==> config.mk <==
export PLATFORM = sky130hd
export DESIGN_NAME = inst_fetch_stage
export DESIGN_NICKNAME = d
export VERILOG_FILES = /design/src/rtl/inst_fetch_stage.sv
export SDC_FILE = /design/constraint.sdc
export NUM_CORES = 1
export LEC_CHECK = 0
export BUFFER_PORTS_ARGS = -buffer_cell sky130_fd_sc_hd__buf_4
export CORE_MARGIN = 2
export CORE_UTILIZATION = 30
export DETAILED_ROUTE_END_ITERATION = 16
export GPL_TIMING_DRIVEN = 0
export PLACE_DENSITY = 0.6
export SLEW_MARGIN = 30
export SYNTH_ARGS = -nofsm -noshare
export SYNTH_HDL_FRONTEND = slang
export SYNTH_SLANG_ARGS = --single-unit
==> constraint.sdc <==
create_clock -name clk -period 7 [get_ports clk]
set_input_delay 1.05 -clock clk [delete_from_list [all_inputs] [get_ports clk]]
set_output_delay 1.05 -clock clk [all_outputs]
set_load 0.1 [all_outputs]
==> src/rtl/inst_fetch_stage.sv <==
`default_nettype none
// ============================================================================
// Module   : inst_fetch_stage
// Purpose  : Instruction-fetch stage of a 5-stage MIPS pipeline. Holds the PC,
//            issues instruction-memory requests over a req/ack handshake,
//            buffers the returned word when decode cannot take it, and drives
//            the IF/ID pipeline register. Applies stall, flush and redirect.
// Ports    : clk, rst (async, active-high)
//            cpu_en, if_stall, redirect_en, redirect_target  - control in
//            imem_req, imem_addr / imem_ack, imem_data       - memory side
//            id_valid, id_inst, id_pc, id_pc_next            - IF/ID register
// Revision : 1.0 - initial release
// ============================================================================
module inst_fetch_stage #(
    parameter logic [31:0] PC_RESET = 32'h0000_0000
) (
    input  logic        clk,
    input  logic        rst,
    input  logic        cpu_en,
    input  logic        if_stall,
    input  logic        redirect_en,
    input  logic [31:0] redirect_target,
    output logic        imem_req,
    output logic [31:0] imem_addr,
    input  logic        imem_ack,
    input  logic [31:0] imem_data,
    output logic        id_valid,
    output logic [31:0] id_inst,
    output logic [31:0] id_pc,
    output logic [31:0] id_pc_next
);

    localparam logic [31:0] c_PC_RESET_ALIGNED = PC_RESET & ~32'h3;

    typedef enum logic [0:0] {
        S_REQ  = 1'b0,
        S_HOLD = 1'b1
    } state_t;

    state_t      state_q,      state_d;
    logic [31:0] pc_q,         pc_d;
    logic [31:0] req_addr_q,   req_addr_d;
    logic        kill_q,       kill_d;
    logic [31:0] hold_inst_q,  hold_inst_d;
    logic [31:0] hold_pc_q,    hold_pc_d;
    logic        id_valid_q,   id_valid_d;
    logic [31:0] id_inst_q,    id_inst_d;
    logic [31:0] id_pc_q,      id_pc_d;
    logic [31:0] id_pc_next_q, id_pc_next_d;

    logic        w_acc;
    logic        w_deliver;
    logic [31:0] w_tgt;
    logic [31:0] w_addr_inc;
    logic [31:0] w_hold_inc;

    assign w_acc      = cpu_en & ~if_stall & ~redirect_en;
    assign w_tgt      = redirect_target & ~32'h3;
    assign w_addr_inc = req_addr_q + 32'd4;
    assign w_hold_inc = hold_pc_q + 32'd4;

    always_comb begin
        state_d      = state_q;
        pc_d         = pc_q;
        req_addr_d   = req_addr_q;
        kill_d       = kill_q;
        hold_inst_d  = hold_inst_q;
        hold_pc_d    = hold_pc_q;
        id_valid_d   = id_valid_q;
        id_inst_d    = id_inst_q;
        id_pc_d      = id_pc_q;
        id_pc_next_d = id_pc_next_q;
        w_deliver    = 1'b0;

        if (cpu_en && redirect_en) begin
            pc_d       = w_tgt;
            state_d    = S_REQ;
            id_valid_d = 1'b0;
            id_inst_d  = 32'h0;
            if (state_q == S_REQ && !imem_ack) begin
                // The outstanding request cannot be withdrawn; remember to
                // discard its data and re-issue at the new pc afterwards.
                kill_d = 1'b1;
            end else begin
                // Any ack this cycle belongs to the squashed path.
                req_addr_d = w_tgt;
                kill_d     = 1'b0;
            end
        end else if (state_q == S_REQ) begin
            if (imem_ack && kill_q) begin
                kill_d     = 1'b0;
                req_addr_d = pc_q;
            end else if (imem_ack && !cpu_en) begin
                // Frozen: park the word; pc advances when it is released.
                hold_inst_d = imem_data;
                hold_pc_d   = req_addr_q;
                state_d     = S_HOLD;
            end else if (imem_ack) begin
                pc_d       = w_addr_inc;
                req_addr_d = w_addr_inc;
                if (w_acc) begin
                    w_deliver    = 1'b1;
                    id_valid_d   = 1'b1;
                    id_inst_d    = imem_data;
                    id_pc_d      = req_addr_q;
                    id_pc_next_d = w_addr_inc;
                end else begin
                    hold_inst_d = imem_data;
                    hold_pc_d   = req_addr_q;
                    state_d     = S_HOLD;
                end
            end
        end else if (w_acc) begin
            // Releasing the buffer: derive the next fetch from the buffered
            // pc so a word captured while frozen is neither lost nor repeated.
            w_deliver    = 1'b1;
            id_valid_d   = 1'b1;
            id_inst_d    = hold_inst_q;
            id_pc_d      = hold_pc_q;
            id_pc_next_d = w_hold_inc;
            pc_d         = w_hold_inc;
            req_addr_d   = w_hold_inc;
            state_d      = S_REQ;
        end

        if (w_acc && !w_deliver) begin
            id_valid_d = 1'b0;
            id_inst_d  = 32'h0;
        end
    end

    always_ff @(posedge clk or posedge rst) begin
        if (rst) begin
            state_q      <= S_REQ;
            pc_q         <= c_PC_RESET_ALIGNED;
            req_addr_q   <= c_PC_RESET_ALIGNED;
            kill_q       <= 1'b0;
            hold_inst_q  <= 32'h0;
            hold_pc_q    <= 32'h0;
            id_valid_q   <= 1'b0;
            id_inst_q    <= 32'h0;
            id_pc_q      <= 32'h0;
            id_pc_next_q <= 32'h0;
        end else begin
            state_q      <= state_d;
            pc_q         <= pc_d;
            req_addr_q   <= req_addr_d;
            kill_q       <= kill_d;
            hold_inst_q  <= hold_inst_d;
            hold_pc_q    <= hold_pc_d;
            id_valid_q   <= id_valid_d;
            id_inst_q    <= id_inst_d;
            id_pc_q      <= id_pc_d;
            id_pc_next_q <= id_pc_next_d;
        end
    end

    // Gated by rst so the request drops the instant reset is asserted.
    assign imem_req   = ~rst & (state_q == S_REQ);
    assign imem_addr  = req_addr_q;
    assign id_valid   = id_valid_q;
    assign id_inst    = id_inst_q;
    assign id_pc      = id_pc_q;
    assign id_pc_next = id_pc_next_q;

endmodule
`default_nettype wire

* Word level (Yosys, flattened, before mapping)
Cells that the tools add are included.
** Storage, ports and cells
- Flip-flop bits (word level) :: 227
- Latch bits :: 0
- Bits in writable memories :: 0
- ROM bits :: 0
- Input bits :: 70
- Memories kept :: 0
** Cells by class
- Add/subtract/negate cells :: 2
- Multiply operators :: 0
- Divide/modulo/power cells :: 0
- $lt $le $gt $ge :: 0
- Equality and inequality tests :: 11
- Shift operators :: 0
- Muxes and demuxes :: 58
- Bitwise logic cells :: 9
- Reduce and logical (&&, ||, !) cells :: 22
** Operators with widths (number)
- 32-bit 2-to-1 mux :: 35
- 32-bit by 3-bit adder with 32-bit output, second input constant :: 2
- 1-bit 2-to-1 mux :: 23
- 4-bit AND reduction :: 3
- 5-bit AND reduction :: 2
- 4-bit by 3-bit != test with 1-bit output, second input constant :: 2
- 4-bit nonzero test :: 2
- 2-bit != test, second input constant :: 3
- 3-bit != test, second input constant :: 2
- 1-bit inverter :: 6
- 2-bit nonzero test :: 3
- 3-bit nonzero test :: 2
- 1-bit logical AND :: 5
- 2-bit by 1-bit != test with 1-bit output, second input constant :: 2
- 4-bit != test, second input constant :: 1
- 1-bit bitwise AND :: 3
- 1-bit zero test :: 3
- 3-bit by 1-bit != test with 1-bit output, second input constant :: 1
- 3-bit AND reduction :: 1
- 2-bit AND reduction :: 1

* Depth between registers and ports, before layout
Gate-level depths: netlist (run 1).
- Depth in word-level cells :: 13
- Gate-level depth with buffers :: 8
- Mapped depth without buffers :: 7

* Worst setup path after synthesis (run 1)
Ideal clock, no wire load.
- Path kind :: register to output
- From :: register state_q
- To :: output imem_req
- Data arrival time :: 2363 ps
- Required time :: 5950 ps
- Path slack :: 3587 ps
- Stages on the path, launching flop included :: 6
- Buffers on the path :: 4
- Cells stage by stage :: dfrtp_1 > buf_2 > buf_2 > clkbuf_1 > clkbuf_1 > nor2_1
** Between the ends
- Longest elaborated chain between the ends :: 2
** Ends and longest elaborated chain
- start, declared :: RTL line 40 : state_t state_q, state_d;
- start signal, assigned :: RTL line 145 : state_q <= state_d;
- 1-bit inverter (no source line)
- 1-bit bitwise AND :: RTL line 159 : assign imem_req = ~rst & (state_q == S_REQ);
- end, declared :: RTL line 23 : output logic imem_req,
No other way between the ends.

* Worst setup path in the final report (run 1)
Same ends and word-level chain as after synthesis.

==> results of run 1 <==
cell type report:
type | instances | area (um2)
diodes | 1 | 2.50
well taps | 511 | 639
clock buffers | 40 | 825
multi-input cells | 831 | 5440
plain buffers | 86 | 409
repair buffers | 204 | 1630
flip-flops and latches | 225 | 5630
clock inverters | 9 | 185
inverters | 11 | 45.0
fillers | 3840 | 22900
through the flow:
stage	instances	cell area, um2	total power, mW	util	setup slack, ns
global route	1917	14800	8.03	0.393	2.78
detailed placement	1868	13800	6.11	0.366	2.90
finish	1918	14800	7.68	0.393	2.84
global placement	1860	13600	6.05	0.361	1.39
floorplan	1153	11500	5.07	-	3.01
CTS	1917	14800	7.71	0.393	2.90
layer usage:
metal  GRT usage  routed length [um]  vias up
met5           0                  13        -
met4      0.0916                1990        2
met3      0.0561                3510      106
met2       0.348               19800      424
met1       0.284               18300     5062
li1            -                   -     4595
final timing paths:
path / from / to / slack, ns / depth (start not counted)
max in group asynchronous: rst / id_pc[16]$_DFFE_PP0P_ / 5.27 / 6
setup / recovery: state_q$_DFF_PP0_ / imem_req / 2.84 / 6
hold / removal: id_pc[15]$_DFFE_PP0P_ / id_pc[15]$_DFFE_PP0P_ / 0.48 / 2
hold reg to reg: id_pc[15]$_DFFE_PP0P_ / id_pc[15]$_DFFE_PP0P_ / 0.48 / 2
setup reg to reg: state_q$_DFF_PP0_ / imem_addr[20]$_DFFE_PP0P_ / 3.57 / 8
min in group asynchronous: rst / id_pc[2]$_DFFE_PP0P_ / 0.56 / 2
state kept, by name (all words and copies together) (netlist names):
register and flops:
hold_inst_q 32, hold_pc_q 32, id_inst 32, id_pc 32, imem_addr 32, pc_q 32, id_pc_next 30, id_valid 1
kill_q 1, state_q 1
power groups by stage:
stage / registers (mW) / clock network [mW] / logic [mW]
2_1_floorplan: 3.94 / 0 / 1.13
3_3_place_gp: 2.23 / 0 / 3.82
3_5_place_dp: 2.25 / 0 / 3.86
4_1_cts: 2.23 / 1.62 / 3.87
5_1_grt: 2.30 / 1.66 / 4.06
6_report: 2.23 / 1.59 / 3.86
critical path, delay by kind of cell, from the launching register on:
kind / cells / cell delay [ns]
simple gates: 1 / 0.12
buf+inv: 5 / 2.07
flops: 1 / 0.36
logic make-up (layout without fill, tap and decap cells):
kind of cell    after synthesis  count (layout)  synth area share
simple gates                338             338             0.142
mux                         146             146             0.136
xor+xnor                     51              51            0.0389
compound gates              294             294             0.151
fa+ha+maj                     2               2           0.00218
flops                       225             225             0.490
other cells                   0               1                 0
buf+inv                      97             350            0.0391
Yosys cell counts, drive strengths merged, types with 7 or more instances:
master | number | area share
xor2 | 24 | 0.018
a21oi | 35 | 0.015
dfrtp | 225 | 0.49
clkbuf | 59 | 0.022
or3 | 11 | 0.0060
nand3 | 22 | 0.012
mux2i | 64 | 0.056
xnor2 | 27 | 0.021
a31oi | 7 | 0.0038
a22oi | 21 | 0.014
o21ai | 167 | 0.073
nor3 | 20 | 0.0097
nand2 | 153 | 0.050
nand4 | 23 | 0.014
buf | 25 | 0.012
nor2 | 59 | 0.019
a221oi | 8 | 0.0061
inv | 11 | 0.0036
mux2 | 82 | 0.081
nor4 | 9 | 0.0067
o31ai | 7 | 0.0046
and3 | 10 | 0.0054
and2 | 7 | 0.0038
==> results.toml, run 1 <==
[drt]
initialDrtViolationCount = 713
drc_violations_left = 0
via_count = 10200
wire_per_inst_um = 22.8
drt_via_density = 5.31
detail_route.wirelength_um = 43700
final_antenna_net_count = 0
detailedRoute.firstPassIterationCount = 5

[cts]
cts.sink_count = 225
cts-hold-fix-buffers = 0
post_cts_setup_repair_bufs = 0
postCtsResizedCells = 0
clock-root-buffer = "sky130_fd_sc_hd__clkbuf_16"
clk-insertion-delay-late_ns = 0.57
clk_pin_slew_ns = 0.06
cts_inserted_buffers = 27
maximum_level_of_the_cts_h_tree = 1
cts.path.max_buffers = 3
cts_tree = "yes"

[grt]
via_count_of_the_first_global_routing_pass = 10100
number_of_antenna_violations_at_the_first_check_in_global_routing = 2
overflow = 0
grt_pass1_wl_um = 64700
maximum_number_of_pins_on_one_net_before_global_route_repair = 29
grtUsageTotal = 0.219

[logic_synthesis]
number_of_enable_flip_flop_cells_after_synthesis = 0
sequential_cell_area_fraction_in_the_yosys_report = 0.490
syn-cell-area_um2 = 11500
syn_avg_cell_area_um2 = 9.97
postSynthCellCount = 1153
synth_top_flop_cell = "sky130_fd_sc_hd__dfrtp_1"
ys_async_sr_fraction = 1.00
ys_seq_elements = 225
synthesis.nets = 1225
synth-warning-count = 0
yosys.cell_types.count = 71

[power]
netSwitchingFraction = 0.513
total_leakage_power_nw = 6.46
p_switching_mw = 3.94
combPwrFrac = 0.503
power_density_nw_per_um2 = 519
p_seq_frac = 0.291
share_clk_of_total_power = 0.206
cellInternalPower_mw = 3.74
vdd_ir_drop_max_mv = 0.209

[worst_setup_path]
startpoint_type = "flop"
data_required_critical_path_ns = 5.95
setup.worst_path.class = "flop to primary output"
crit_arrival_ns = 3.11
cp-end-kind = "primary output"
cpPeakStageDelay_ns = 0.64
slowest_stage = "sky130_fd_sc_hd__clkbuf_1"
critical_path.max_fanout = 10
crit_path_cell_trace = "buf_2, buf_2, clkbuf_1, clkbuf_1, nor2_1, buf_4"

[placed_design]
place.gp.congestion = 0.948
detailed_place_hpwl_um = 32200
io_buffers = 196

[timing]
final.setup_skew_ns = 0.0233
worst_slew_margin_rel = 0.297
final_count_of_pins_violating_max_slew = 0
fmax_ghz = 0.240
final_min_period_over_clock_period = 0.595
max_slew.worst_pin.slew_ns = 1.05
post_route_minimum_period_ns = 4.16
rsz_0062_raised_after_global_routing = "false"
finalHoldViolations = 0
worst_hold_slack_ns = 0.476
setup_viol_count_final = 0
aggregate_negative_setup_slack_ns = 0

[worst_hold_path]
timing.hold.worst.class = "flop to flop"

[cells_and_area]
final_net_count = 1458
synthToLayoutAreaGrowth_pct = 28.8
mostFrequentLayoutCell = "sky130_fd_sc_hd__dfrtp_1"
fraction_of_layout_instances_using_a_drive_strength_above_1 = 0.267
most-common-layout-cells = "sky130_fd_sc_hd__dfrtp_1, sky130_fd_sc_hd__buf_4, sky130_fd_sc_hd__o21ai_0"

[die]
start_util = 0.305
core_region_area_um2 = 37700
design.die.area_um2 = 39900
die_width_um = 200
height_of_the_chip_um = 200
design.portCount = 200
core.rowCount = 71

[flow_run]
maxCapViolCount = 0

[run_status]
run_status = "complete, no violations"
No activity file was read; power rests on OpenSTA's default activity.
==> run 2: changes to the inputs <==
ABC_AREA = 1   (was unset)
PLACE_DENSITY = 0.59   (was 0.6)
clock period = 3.7 ns   (was 7 ns; I/O delays follow)
==> results.toml, run 2 <==
[power]
vdd_ir_drop_max_mv = 0.444
total_leakage_power_nw = 7.98
power.total_mw = 14.4
power_density_nw_per_um2 = 928

[worst_setup_path]
crit_arrival_ns = 3.13
startpoint_type = "flop"
crit_path_cell_trace = "ha_1, nand2_1, nor2_1, nand2_1, inv_1, nand2_1, nor2_1, nand2_1, nand3_1, nand2_1, nand2_1, nand2_1"
data_required_critical_path_ns = 4.15
launch_point_of_the_worst_reg_to_reg_path = "hold_pc_q[2]$_DFFE_PP0P_"
r2r.worst_path.cells = 12
critical_path.max_fanout = 8
r2r_setup_slack_ns = 1.02
crit_top_cell = "sky130_fd_sc_hd__nand2_1"
setup.worst_path.class = "flop to flop"
cpPeakStageDelay_ns = 0.62
slowest_stage = "sky130_fd_sc_hd__dfrtp_1"
cp-end-kind = "flop"
reg2reg_to = "id_pc_next[16]$_DFFE_PP0P_"

[logic_synthesis]
synth.top_cells.by_count = "sky130_fd_sc_hd__nand2_1, sky130_fd_sc_hd__dfrtp_1, sky130_fd_sc_hd__nor2_1"
synth_top_flop_cell = "sky130_fd_sc_hd__dfrtp_1"
synth.area.top_cells = "sky130_fd_sc_hd__dfrtp_1, sky130_fd_sc_hd__nand2_1, sky130_fd_sc_hd__o21ai_0, sky130_fd_sc_hd__nor2_1, sky130_fd_sc_hd__inv_1"
synth_most_common_cell = "sky130_fd_sc_hd__nand2_1"
synthesis.nets = 1795
synth-warning-count = 0
ys_seq_elements = 225
synth_largest_area_cell = "sky130_fd_sc_hd__dfrtp_1"
sequential_cell_area_fraction_in_the_yosys_report = 0.460
syn_avg_cell_area_um2 = 7.10
netlist.area_leader.share = 0.460
number_of_enable_flip_flop_cells_after_synthesis = 0
syn-cell-area_um2 = 12200
ys_async_sr_fraction = 1.00
postSynthCellCount = 1723
yosys.cell_types.count = 43

[cts]
clock-root-buffer = "sky130_fd_sc_hd__clkbuf_16"
clk_pin_slew_ns = 0.06
postCtsResizedCells = 0
post_cts_setup_repair_bufs = 0
maximum_level_of_the_cts_h_tree = 1
cts.sink_count = 225
cts-hold-fix-buffers = 1
clk-insertion-delay-late_ns = 0.57
cts_tree = "yes"
cts_inserted_buffers = 27
cts.path.max_buffers = 3

[die]
start_util = 0.306
die_width_um = 206
design.die.area_um2 = 42400
core.rowCount = 73
design.portCount = 200
height_of_the_chip_um = 206
core_region_area_um2 = 40000

[drt]
wire_per_inst_um = 18.5
initialDrtViolationCount = 973
final_antenna_net_count = 0
detailedRoute.firstPassIterationCount = 5
drt_via_density = 4.88
via_count = 12200
detail_route.wirelength_um = 46400
drc_violations_left = 0

[timing]
final_min_period_over_clock_period = 0.724
final_count_of_pins_violating_max_slew = 0
final_critical_path_setup_slack_ns = 1.02
rsz_0062_raised_after_global_routing = "false"
fmax_ghz = 0.373
post_route_minimum_period_ns = 2.68
final.setup_skew_ns = 0.0182
worst_slew_margin_rel = 0.547
setup_viol_count_final = 0
aggregate_negative_setup_slack_ns = 0
max_slew.worst_pin.slew_ns = 0.680
finalHoldViolations = 0
worst_hold_slack_ns = 0.267

[cells_and_area]
most-common-layout-cells = "sky130_fd_sc_hd__nand2_1, sky130_fd_sc_hd__dfrtp_1, sky130_fd_sc_hd__buf_4"
mostFrequentLayoutCell = "sky130_fd_sc_hd__nand2_1"
final_net_count = 2031
finalCoreUtilization = 0.388
final_cell_area_um2 = 15500
fraction_of_layout_instances_using_a_drive_strength_above_1 = 0.170
synthToLayoutAreaGrowth_pct = 27.0
final_instance_count_excl_fillers = 2506

[placed_design]
detailedPlace.worstSlack_ns = 1.12
detailed_place_hpwl_um = 36500
place.gp.congestion = 0.954
place_area_um2 = 14600
io_buffers = 197
place_inst = 2454

[grt]
number_of_antenna_violations_at_the_first_check_in_global_routing = 2
overflow = 0
via_count_of_the_first_global_routing_pass = 11900
grt_pass1_wl_um = 70900
grtUsageTotal = 0.220
maximum_number_of_pins_on_one_net_before_global_route_repair = 30

[worst_hold_path]
timing.hold.worst.class = "input port to flop"
holdCritStartpoint = "imem_data[24]"
min_path_cells = 3
hold_path_end = "hold_inst_q[24]$_DFFE_PP0P_"

[flow_run]
maxCapViolCount = 0

[run_status]
run_status = "complete, no violations"
==> run 2: cell count changes in the layout (fill, tap and decap cells not counted), moves of 33 or more <==
cell / delta
sky130_fd_sc_hd__nor2_1: +111
sky130_fd_sc_hd__nand2_1: +548
sky130_fd_sc_hd__clkbuf_1: -33
sky130_fd_sc_hd__inv_1: +117
sky130_fd_sc_hd__mux2_2: -81
sky130_fd_sc_hd__nand3_1: +61
sky130_fd_sc_hd__mux2i_1: -64
==> run 2: cell type report <==
| cell class | count | area, um2 |
|---|---|---|
| Fill cell | 4258 | 24500 |
| Sequential cell | 225 | 5630 |
| Multi-Input combinational cell | 1280 | 5620 |
| Timing Repair Buffer | 207 | 1680 |
| Clock buffer | 38 | 767 |
| Tap cell | 525 | 657 |
| Inverter | 135 | 518 |
| Buffer | 83 | 469 |
| Clock inverter | 12 | 188 |
| Antenna cell | 1 | 2.50 |
==> run 2: how the worst max path moves through the flow <==
| stage | to | startpoint | cells after the start |
|---|---|---|---|
| floorplan | hold_inst_q[0]$_DFFE_PP0P_ | rst | 1 |
| global placement | id_inst[2]$_DFFE_PP0P_ | rst | 2 |
| detailed placement | imem_addr[12]$_DFFE_PP0P_ | hold_pc_q[2]$_DFFE_PP0P_ | 9 |
| CTS | imem_req | state_q$_DFF_PP0_ | 4 |
| global route | pc_q[14]$_DFFE_PP0P_ | hold_pc_q[2]$_DFFE_PP0P_ | 12 |
| finish | id_pc_next[16]$_DFFE_PP0P_ | hold_pc_q[2]$_DFFE_PP0P_ | 12 |
==> run 2: layer usage <==
metal  wire length [um]  vias up  global-route usage
met5                 30        -                   0
met4               1880        4              0.0824
met3               3890       95              0.0512
met2              20500      469               0.346
met1              20100     5765               0.295
li1                   -     5892                   -
==> run 2: kinds of logic after synthesis <==
family,after synthesis,share of synthesized area
AOI/OAI and AO/OA,271,0.119
buffers and inverters,218,0.0804
and+or+nand+nor,988,0.325
xor gates and xnor gates,19,0.0136
DFF,225,0.460
adders and majority gates,2,0.00205
==> run 2: where the power goes <==
part	internal, mW	total [mW]	leakage (nW)	switching, mW
logic	1.60	7.39	4.74	5.78
clock network	1.73	2.87	0.462	1.13
registers	3.31	4.17	2.78	0.854
total	6.65	14.4	7.98	7.77
==> run 2: worst max-delay path, delay by kind of cell (launching register included) <==
kind / cells / cell delay (ns)
DFF: 1 / 0.62
buffers and inverters: 1 / 0.24
adders and majority gates: 1 / 0.37
and+or+nand+nor: 10 / 1.34
==> run 3: changes to the inputs <==
PLACE_DENSITY = 0.58   (was 0.59)
clock period = 2.6 ns   (was 3.7 ns; I/O delays follow)
==> results.toml, run 3 (synthesis results as in run 2) <==
[run_status]
run_status = "complete, no violations"

[worst_setup_path]
setup.worst_path.class = "flop to flop"
startpoint_type = "flop"
slowest_stage = "sky130_fd_sc_hd__dfrtp_2"
crit_arrival_ns = 2.95
launch_point_of_the_worst_reg_to_reg_path = "hold_pc_q[2]$_DFFE_PP0P_"
r2r.worst_path.cells = 11
crit_top_cell = "sky130_fd_sc_hd__nand2_1"
cp-end-kind = "flop"
r2r_setup_slack_ns = 0.15
data_required_critical_path_ns = 3.10
critical_path.max_fanout = 8
crit_path_cell_trace = "ha_2, nand2_1, nor2_2, nand2_1, inv_1, nand2_1, o21bai_1, nand3_1, nand2_1, nand2_1, a21oi_2"
reg2reg_to = "pc_q[16]$_DFFE_PP0P_"
cpPeakStageDelay_ns = 0.51

[grt]
use_met3 = 0.0468
overflow = 0
maximum_number_of_pins_on_one_net_before_global_route_repair = 30
grtUsageTotal = 0.222
grt.met1_usage = 0.293
met2_track_utilization_from_global_routing = 0.357
via_count_of_the_first_global_routing_pass = 12200
grt_pass1_wl_um = 71600
number_of_antenna_violations_at_the_first_check_in_global_routing = 4
grt-busiest-layer = "met2"

[cts]
cts_tree = "yes"
maximum_level_of_the_cts_h_tree = 1
clock-root-buffer = "sky130_fd_sc_hd__clkbuf_16"
clk-insertion-delay-late_ns = 0.56
clk_pin_slew_ns = 0.06
cts.sink_count = 225
cts.path.max_buffers = 3
cts_inserted_buffers = 27

[cells_and_area]
area.sequential_um2 = 5630
final_instance_count_excl_fillers = 2506
fraction_of_layout_instances_using_a_drive_strength_above_1 = 0.174
final_net_count = 2031
most-common-layout-cells = "sky130_fd_sc_hd__nand2_1, sky130_fd_sc_hd__dfrtp_1, sky130_fd_sc_hd__buf_4"
mostFrequentLayoutCell = "sky130_fd_sc_hd__nand2_1"
combined_area_of_the_multi_input_logic_cells_um2 = 5630
n_fill_cell = 4243
finalCoreUtilization = 0.389
synthToLayoutAreaGrowth_pct = 27.3

[drt]
detail_route.wirelength_um = 46300
detailedRoute.firstPassIterationCount = 6
initialDrtViolationCount = 904
drc_violations_left = 0
drt_via_density = 4.88
final_antenna_net_count = 0
via_count = 12200
wire_per_inst_um = 18.5

[die]
start_util = 0.306
design.die.area_um2 = 42400
core_region_area_um2 = 40000
core.rowCount = 73
design.portCount = 200
die_width_um = 206
height_of_the_chip_um = 206

[timing]
post_route_minimum_period_ns = 2.45
setup_viol_count_final = 0
final_count_of_pins_violating_max_slew = 0
final_min_period_over_clock_period = 0.944
final.setup_skew_ns = 0.0103
rsz_0062_raised_after_global_routing = "false"
final_critical_path_setup_slack_ns = 0.146
max_slew.worst_pin.slew_ns = 0.737
worst_slew_margin_rel = 0.509
finalHoldViolations = 0
fmax_ghz = 0.408

[worst_hold_path]
min_path_cells = 3
holdCritStartpoint = "imem_data[25]"
timing.hold.worst.class = "input port to flop"
hold_path_end = "hold_inst_q[25]$_DFFE_PP0P_"

[flow_run]
maxCapViolCount = 0

[power]
power.total_mw = 20.7
vdd_ir_drop_max_mv = 0.555
total_leakage_power_nw = 7.99
power_density_nw_per_um2 = 1330

[placed_design]
place.gp.congestion = 0.934
place_inst = 2454
detailed_place_hpwl_um = 36500
io_buffers = 197
detailedPlace.worstSlack_ns = -0.135
-- run 3: stage by stage --
stage               setup TNS, ns  area [um2]  hold slack [ns]
global route                    0       15600            0.104
detailed placement         -0.838       14600            0.341
CTS                             0       15600           0.0809
finish                          0       15600            0.105
floorplan                 -163.80       12200            0.453
global placement          -534.97       14400            0.462
-- run 3: timing repair --
item                                   4_1_cts  5_1_grt
hold buffers                                 1        0
resized for setup                            2        2
setup buffers                                0        0
endpoints found under the hold margin       29        0
setup endpoints to repair                   15        4
-- run 3: worst max-delay path by stage --
stage                             start                    endpoint  slack (ns)
2_1_floorplan                       rst  hold_inst_q[0]$_DFFE_PP0P_       -0.73
3_3_place_gp                        rst      id_inst[0]$_DFFE_PP0P_       -2.41
3_5_place_dp   hold_pc_q[2]$_DFFE_PP0P_   imem_addr[10]$_DFFE_PP0P_       -0.14
4_1_cts        hold_pc_q[2]$_DFFE_PP0P_   imem_addr[10]$_DFFE_PP0P_        0.10
5_1_grt        hold_pc_q[2]$_DFFE_PP0P_        pc_q[16]$_DFFE_PP0P_        0.02
6_report       hold_pc_q[2]$_DFFE_PP0P_        pc_q[16]$_DFFE_PP0P_        0.15
-- run 3: metal layers --
| metal | part of all wire | routed length [um] |
|---|---|---|
| met1 | 0.44 | 20200 |
| met3 | 0.076 | 3520 |
| met5 | 0.0011 | 49 |
| met2 | 0.44 | 20600 |
| met4 | 0.041 | 1910 |
-- run 3: final cells by class --
type	instances	area share
Tap cell	525	0.0422
Inverter	135	0.0333
Multi-Input combinational cell	1280	0.361
Sequential cell	225	0.362
Clock inverter	17	0.0165
Timing Repair Buffer	207	0.108
Antenna cell	2	0.000321
Buffer	83	0.0301
Clock buffer	32	0.0472
-- run 3: where the power goes --
| group | internal [mW] | leakage, nW | switching [mW] |
|---|---|---|---|
| registers | 4.72 | 2.78 | 1.21 |
| clock network | 2.61 | 0.480 | 1.63 |
| logic | 2.29 | 4.73 | 8.21 |
| total | 9.62 | 7.99 | 11.1 |
-- run 3: critical path: cells and delay by family (launching register included) --
kind / cells / cell delay, ns
AOI/OAI and AO/OA: 2 / 0.30
adders and majority gates: 1 / 0.30
buffers and inverters: 1 / 0.24
DFF: 1 / 0.51
and+or+nand+nor: 7 / 1.03
